`config.mk`:
```
export PLATFORM = sky130hd
export DESIGN_NAME = valu_arbiter
export DESIGN_NICKNAME = d
export VERILOG_FILES = /design/src/rtl/valu_pkg.sv /design/src/rtl/valu_rr_arb2.sv /design/src/rtl/valu_arbiter.sv
export SDC_FILE = /design/constraint.sdc
export NUM_CORES = 1
export LEC_CHECK = 0
export BUFFER_PORTS_ARGS = -buffer_cell sky130_fd_sc_hd__buf_2
export CAP_MARGIN = 10
export CORE_AREA = 3 3 190 192
export CTS_CLUSTER_DIAMETER = 200
export DETAILED_ROUTE_END_ITERATION = 16
export DIE_AREA = 0 0 193 195
export GPL_TIMING_DRIVEN = 0
export PLACE_DENSITY_LB_ADDON = 0.2
export REMOVE_ABC_BUFFERS = 1
export SLEW_MARGIN = 20
export SYNTH_ARGS = -nofsm -noshare
export SYNTH_HDL_FRONTEND = slang
export SYNTH_SLANG_ARGS = --single-unit
```
`constraint.sdc`:
```
create_clock -name clk -period 3.4 [get_ports clk]
set_clock_uncertainty 0.1 [all_clocks]
set_input_delay 0.68 -clock clk [delete_from_list [all_inputs] [get_ports clk]]
set_output_delay 0.68 -clock clk [all_outputs]
set_load 0.05 [all_outputs]
```
`src/rtl/valu_pkg.sv`:
```
// Shared types for the vector-ALU arbiter: lane geometry, opcodes, FSM states.
package valu_pkg;

    localparam int N = 18;
    localparam int V = 3;

    typedef enum logic [3:0] {
        OP_ADD  = 4'b0000,
        OP_SUB  = 4'b0001,
        OP_AND  = 4'b0010,
        OP_OR   = 4'b0011,
        OP_XOR  = 4'b0100,
        OP_HSUM = 4'b0101
    } op_e;

    localparam logic [3:0] OP_LAST_LEGAL = OP_HSUM;

    typedef enum logic [1:0] {
        IDLE = 2'd0,
        EXEC = 2'd1,
        CAPT = 2'd2,
        RESP = 2'd3
    } state_e;

    function automatic logic op_legal(input logic [3:0] op);
        return op <= OP_LAST_LEGAL;
    endfunction

endpackage

```
`src/rtl/valu_rr_arb2.sv`:
```
// Two-way round-robin arbiter; grant is one-hot and zero when disabled.
module valu_rr_arb2 (
    input  logic [1:0] valid,
    input  logic       last,
    input  logic       en,
    output logic [1:0] grant
);

    always_comb begin
        grant = 2'b00;
        if (en) begin
            unique case (valid)
                2'b01:   grant = 2'b01;
                2'b10:   grant = 2'b10;
                2'b11:   grant = last ? 2'b01 : 2'b10;
                default: grant = 2'b00;
            endcase
        end
    end

endmodule

```
`src/rtl/valu_arbiter.sv`:
```
// Arbitrates two requesters onto one external vector ALU with a fixed
// accept-to-response latency of three cycles.
module valu_arbiter #(
    parameter int N = valu_pkg::N,
    parameter int V = valu_pkg::V
) (
    input  logic                       clk,
    input  logic                       rst_n,
    input  logic [1:0]                 req_valid,
    output logic [1:0]                 req_ready,
    input  logic [1:0][3:0]            req_op,
    input  logic [1:0][V-1:0][N-1:0]   req_a,
    input  logic [1:0][V-1:0][N-1:0]   req_b,
    output logic [1:0]                 resp_valid,
    input  logic [1:0]                 resp_ready,
    output logic [V-1:0][N-1:0]        resp_result,
    output logic [3:0]                 resp_flags,
    output logic                       resp_err,
    output logic [V-1:0][N-1:0]        alu_a,
    output logic [V-1:0][N-1:0]        alu_b,
    output logic [3:0]                 alu_op,
    input  logic [V-1:0][N-1:0]        alu_result,
    input  logic [3:0]                 alu_flags,
    output logic [1:0][15:0]           op_count
);

    import valu_pkg::*;

    typedef logic [V-1:0][N-1:0] vec_t;

    state_e          state_q, state_d;
    logic            owner_q, owner_d;
    logic            last_q, last_d;
    logic            ill_q, ill_d;
    logic [3:0]      alu_op_q, alu_op_d;
    vec_t            alu_a_q, alu_a_d;
    vec_t            alu_b_q, alu_b_d;
    vec_t            res_q, res_d;
    logic [3:0]      flags_q, flags_d;
    logic            err_q, err_d;
    logic [1:0]      resp_valid_q, resp_valid_d;
    logic [1:0][15:0] op_cnt_q, op_cnt_d;

    logic [1:0]      grant;
    logic            accept;
    logic            gidx;
    logic            done;

    // Gating with rst_n keeps req_ready low while reset is held.
    valu_rr_arb2 u_arb (
        .valid (req_valid),
        .last  (last_q),
        .en    ((state_q == IDLE) && rst_n),
        .grant (grant)
    );

    assign req_ready = grant;
    assign accept    = |(req_valid & grant);
    assign gidx      = grant[1];
    assign done      = (state_q == RESP) && resp_ready[owner_q];

    always_comb begin
        state_d      = state_q;
        owner_d      = owner_q;
        last_d       = last_q;
        ill_d        = ill_q;
        alu_op_d     = alu_op_q;
        alu_a_d      = alu_a_q;
        alu_b_d      = alu_b_q;
        res_d        = res_q;
        flags_d      = flags_q;
        err_d        = err_q;
        resp_valid_d = resp_valid_q;
        op_cnt_d     = op_cnt_q;
        unique case (state_q)
            IDLE: begin
                if (accept) begin
                    owner_d = gidx;
                    last_d  = gidx;
                    alu_a_d = req_a[gidx];
                    alu_b_d = req_b[gidx];
                    ill_d   = !op_legal(req_op[gidx]);
                    if (op_legal(req_op[gidx]))
                        alu_op_d = req_op[gidx];
                    state_d = EXEC;
                end
            end
            EXEC: state_d = CAPT;
            CAPT: begin
                if (ill_q) begin
                    res_d   = '0;
                    flags_d = 4'h0;
                    err_d   = 1'b1;
                end else begin
                    res_d   = alu_result;
                    flags_d = alu_flags;
                    err_d   = 1'b0;
                end
                resp_valid_d = 2'b01 << owner_q;
                state_d      = RESP;
            end
            RESP: begin
                if (done) begin
                    resp_valid_d = 2'b00;
                    if (op_cnt_q[owner_q] != 16'hFFFF)
                        op_cnt_d[owner_q] = op_cnt_q[owner_q] + 16'd1;
                    state_d = IDLE;
                end
            end
            default: state_d = IDLE;
        endcase
    end

    always_ff @(posedge clk) begin
        if (!rst_n) begin
            state_q      <= IDLE;
            owner_q      <= 1'b0;
            last_q       <= 1'b1;
            ill_q        <= 1'b0;
            alu_op_q     <= 4'h0;
            alu_a_q      <= '0;
            alu_b_q      <= '0;
            res_q        <= '0;
            flags_q      <= 4'h0;
            err_q        <= 1'b0;
            resp_valid_q <= 2'b00;
            op_cnt_q     <= '0;
        end else begin
            state_q      <= state_d;
            owner_q      <= owner_d;
            last_q       <= last_d;
            ill_q        <= ill_d;
            alu_op_q     <= alu_op_d;
            alu_a_q      <= alu_a_d;
            alu_b_q      <= alu_b_d;
            res_q        <= res_d;
            flags_q      <= flags_d;
            err_q        <= err_d;
            resp_valid_q <= resp_valid_d;
            op_cnt_q     <= op_cnt_d;
        end
    end

    assign resp_valid  = resp_valid_q;
    assign resp_result = res_q;
    assign resp_flags  = flags_q;
    assign resp_err    = err_q;
    assign alu_a       = alu_a_q;
    assign alu_b       = alu_b_q;
    assign alu_op      = alu_op_q;
    assign op_count    = op_cnt_q;

endmodule

```
======== Yosys cells after proc, flatten, opt, wreduce, memory -nomap -nowiden ========
Cells that the tools add are included.
cells by class
  $add $sub $neg .......................... 1
  $lt $le $gt $ge ......................... 4
  equal/unequal tests ..................... 9
  shifts and indexed selects .............. 1
  muxes and demuxes ....................... 23
  bitwise logic cells ..................... 1
  reduce and logical (&&, ||, !) cells .... 12
operators by type and width
  cell                     number
  $mux W54                 5
  $mux W16                 3
  $bwmux W32               1
  $add A16 B1 Y16 const B  1
  $demux W16 S1            1
  $ne A16 B16 Y1 const B   1
  $mux W4                  3
  $eq A2 B2 Y1 const B     4
  $mux W2                  4
  $pmux W2 S4              1
  $pmux W2 S3              1
  $reduce_and A2 Y1        3
  $reduce_and A3 Y1        2
  $eq A2 B1 Y1 const B     2
  $le A4 B3 Y1 const B     1
  $lt A1 B2 Y1 const B     2
  $ne A2 B2 Y1 const B     2
  $pmux W2 S2              1
  $logic_and A1 B1 Y1      3
  $mux W1                  3
  $and A2 B2 Y2            1
  $logic_not A2 Y1         1
  $reduce_bool A2 Y1       1
  $reduce_or A2 Y1         1
  other kinds (3)          3
word-level totals
  register bits ........................... 210
  input bits .............................. 288

======== Depth between registers and ports, before layout ========
  word-level depth ........................ 7
  gate-level depth with buffers ........... 14
  mapped depth without buffers ............ 7

======== Hierarchy ========
From an unflattened synthesis, not the netlist that was laid out.
unflattened totals
  cell total of the unflattened synthesis .. 1005
  area, all modules ....................... 9571.7 µm²
by module, submodules not included
  module        times used  cells each  area each (µm²)  sequential area each (µm²)
  valu_arbiter  1           1000        9550.4           4204.0
  valu_rr_arb2  1           5           21.3             0.0

======== Worst setup path before layout ========
Ideal clock, no wire load.
  kind .................................... register to register
  from .................................... register owner_q
  to ...................................... register op_cnt_q, in the netlist op_count[4]
  setup time .............................. 70 ps
  arrival ................................. 2785 ps
  setup slack ............................. 445 ps
  cell stages (with the launch flop) ...... 14
  path buffers ............................ 6
  period minus slack after synthesis ...... 2955 ps
  cells stage by stage .................... dfxtp_1 buf_6 buf_12 clkbuf_1 buf_2 mux2_2 ha_1 inv_1 a211oi_2 buf_6 and4_1 buf_2 or4_1 a21oi_1
between the ends
  word-level cells in the longest chain between the ends .. 5
  elaborated cells between the ends (all ways) .. 14
  those cells by class .................... add/sub: 1; order compare: 2; eq/ne: 1; mux: 7; reduce/logical: 3
RTL lines
  what                                                                     line                 source
  start, declared                                                          valu_arbiter.sv:32   logic owner_q, owner_d;
  start signal, assigned                                                   valu_arbiter.sv:130  owner_q <= owner_d;
  parallel branches: the longest is 5 deep, another holds $add A16 B1 Y16  -
  end signal, assigned                                                     valu_arbiter.sv:140  op_cnt_q <= op_cnt_d;
  end, declared                                                            valu_arbiter.sv:42   logic [1:0][15:0] op_cnt_q, op_cnt_d;
Parallel ways; which one is timed is not known. The select of a mux whose other input is x is not followed.
A chain may end at the register's enable or synchronous reset.

======== Worst setup path in the final report ========
  from .................................... register state_q[0]
  to ...................................... output port req_ready[1]
between the ends
  word-level cells in the longest chain between the ends .. 3
RTL lines
  what                    line                 source
  start, declared         valu_arbiter.sv:31   state_e state_q, state_d;
  start signal, assigned  valu_arbiter.sv:129  state_q <= state_d;
  $logic_not A2 Y1        valu_arbiter.sv:53   .en ((state_q == IDLE) && rst_n),
  $logic_and A1 B1 Y1     valu_arbiter.sv:53
  $mux W2                 valu_rr_arb2.sv:11   if (en) begin
  end, declared           valu_arbiter.sv:10   output logic [1:0] req_ready,
Every way passes these cells.

==> impl_metrics.json <==
{
  "outcome": "completed",
  "dp_hpwl_um": 24220,
  "drt-vias-per-instance": 4.638,
  "grt_pass1_vias": 8942,
  "ys_types": 54,
  "clock_path_buffers": 3,
  "synth_cells": 1013,
  "ys_seq_elements": 210,
  "gp_congestion": 0.7594,
  "wl_met3_um": 2936,
  "start_util_pct": 26.28,
  "cts_tree": "built",
  "worst_pin_slew_ns": 0.7924,
  "grt_max_degree": 91,
  "wl_met2_um": 15850,
  "clkSinkCount": 210,
  "synth_area_um2": 9079,
  "hold_class": "in -> reg",
  "reg2regPathDepth": 7,
  "setup_violations": 0,
  "ant_nets": 0,
  "worstSetupEndpointType": "output port",
  "highest_layer": "met4",
  "root_buffer": "clkbuf_16",
  "rsz0062_at_grt": "no",
  "crit_path_start_kind": "flop",
  "synth_edf_count": 0,
  "ioPinCount": 495,
  "drtIter0Drc": 310,
  "max_freq_mhz": 322.3,
  "routed_wl_um": 32040,
  "power_mw": 10.25,
  "cp-startpoint": "state_q[0]",
  "regToRegEndpoint": "op_count[14]",
  "core_area_um2": 34540,
  "die_h_um": 195,
  "port_buffers": 494,
  "r2r_start": "owner_q",
  "drc": 0,
  "via_count": 9030,
  "path_max_fanout": 34,
  "clk_pin_slew_ns": 0.06,
  "grt_overflow": 0,
  "hold_path_end": "resp_result[31]",
  "dr.pass1.iters": 4,
  "holdPathStages": 3,
  "r2r_setup_slack_ns": 0.46,
  "ys_warn_count": 0,
  "layout_common_cells": "493 x buf_2, 209 x dfxtp_1, 123 x mux2i_1, 123 x nand3_1, 112 x o21ai_0",
  "slew_viol_final": 0,
  "final-hold-violation-count": 0,
  "synth_top_cell_area_share_pct": 46.31,
  "min_period_ns": 3.103,
  "syn2layout_area_growth_pct": 42.42,
  "post_cts_buffers": 0,
  "grt_pass1_wl_um": 48270,
  "cts_buffers": 25,
  "ys_seq_area_share_pct": 46.31,
  "wl_met1_um": 12420,
  "hold_start": "alu_result[31]",
  "dieArea_um2": 37640,
  "timing.slew.headroom_pct": 47.03,
  "htreeDepth": 1,
  "synth_area_leaders": "dfxtp_1 46%, mux2i_1 14%, nand3_1 6.8%, o21ai_0 6.2%, a21oi_1 4.7%",
  "fp-row-count": 68,
  "track_usage_pct": 15.90,
  "ir_worst_vdd_uv": 442.5,
  "ys.flop_type": "dfxtp_1",
  "layout_commonest_cell": "buf_2",
  "p_leak_nw": 6.589,
  "antenna_found_initial": 2,
  "fin_util_pct": 37.43,
  "clk_latency_ns": 0.52,
  "pwr_density_cell_nw_per_um2": 792.7,
  "async_reset_ff_share_pct": 0,
  "layout-drive-gt1-share_pct": 38.72,
  "wl_per_cell_um": 16.46,
  "crit_type": "reg -> out",
  "fin_crit_sh_pct": 91.25,
  "synth_top_area_cell": "dfxtp_1",
  "arrival_ns": 2.32,
  "nets": 1765,
  "crit_required_ns": 2.62,
  "avgSynthCellArea_um2": 8.962,
  "die_x_um": 193,
  "drv_cap": 0
}
==> report_power, final <==
group / switching (mW) / leakage (nW) / internal, mW
Clock: 1.08 / 0.430 / 1.76
Sequential: 0.279 / 1.72 / 3.00
Combinational: 3.04 / 4.44 / 1.09
==> cell families after synthesis <==
family	count (synthesis)	share of synthesized area, %
muxes	128	14.22
xor gates and xnor gates	6	0.5788
AOI/OAI and AO/OA	249	15.12
adders and majority gates	5	0.6891
and+or+nand+nor	322	18.47
buffers and inverters	93	4.617
DFF	210	46.31
==> per-stage QoR <==
step | instances | hold slack, ns | TNS (ns) | setup WS [ns] | instance area, um2
3_5_place_dp | 1900 | 0.3161 | 0 | 0.09091 | 12040
3_3_place_gp | 1875 | 0.3153 | -1391.08 | -10.19 | 11720
6_report | 1947 | 0.2826 | 0 | 0.2975 | 12930
4_1_cts | 1945 | 0.2496 | 0 | 0.08651 | 12910
5_1_grt | 1947 | 0.2720 | 0 | 0.09863 | 12930
2_1_floorplan | 926 | 0.3604 | -623.06 | -6.684 | 8682
==> worst max-delay path, cell delays in order, from the launching register on <==
cell and delay, ns:
dfxtp_1 0.32, inv_1 0.14, ha_1 0.32, nand3_4 0.54
inv_1 0.16, buf_2 0.28
==> Yosys cell counts, drive strengths merged (8+ instances only) <==
library cell / count
a21oi: 86
nand2: 26
nand4: 9
mux2i: 123
o31ai: 10
clkbuf: 60
nor2: 69
o21ai: 121
buf: 27
or4: 11
o22ai: 8
dfxtp: 210
nor2b: 60
nand3: 124
==> state kept, by name, summed over array words and instances, names as in the netlist <==
register,count
alu_b,54
last_q,1
resp_err,1
resp_result,54
op_count,32
ill_q,1
resp_valid,2
alu_op,4
resp_flags,4
state_q,2
alu_a,54
owner_q,1
==> routing by layer <==
layer | up-vias | global-route usage [%]
met3 | 56 | 5.189
met4 | 0 | 4.875
met2 | 325 | 28.41
met5 | - | 0
li1 | 4549 | -
met1 | 4100 | 17.86
==> worst max-delay path by stage <==
stage | to | slack [ns] | cells after the start
floorplan | req_ready[0] | -6.68 | 2
detailed placement | op_count[14] | 0.09 | 7
global route | req_ready[1] | 0.1 | 5
CTS | op_count[30] | 0.09 | 7
global placement | state_q[1] | -10.19 | 6
finish | req_ready[1] | 0.30 | 5
==> repair_timing <==
item	in CTS	in global routing
gates resized for setup	0	3
setup endpoints to repair	0	30
hold buffers	0	0
==> layout make-up <==
cell class,instances,area (um2)
Antenna cell,2,5.005
Clock buffer,34,709.4
Clock inverter,11,165.2
Fill cell,3632,21610
Inverter,6,27.53
Multi-Input combinational cell,710,4498
Sequential cell,210,4205
Tap cell,455,569.3
Timing Repair Buffer,519,2750
Note: power is estimated with default switching activity, not from simulation.
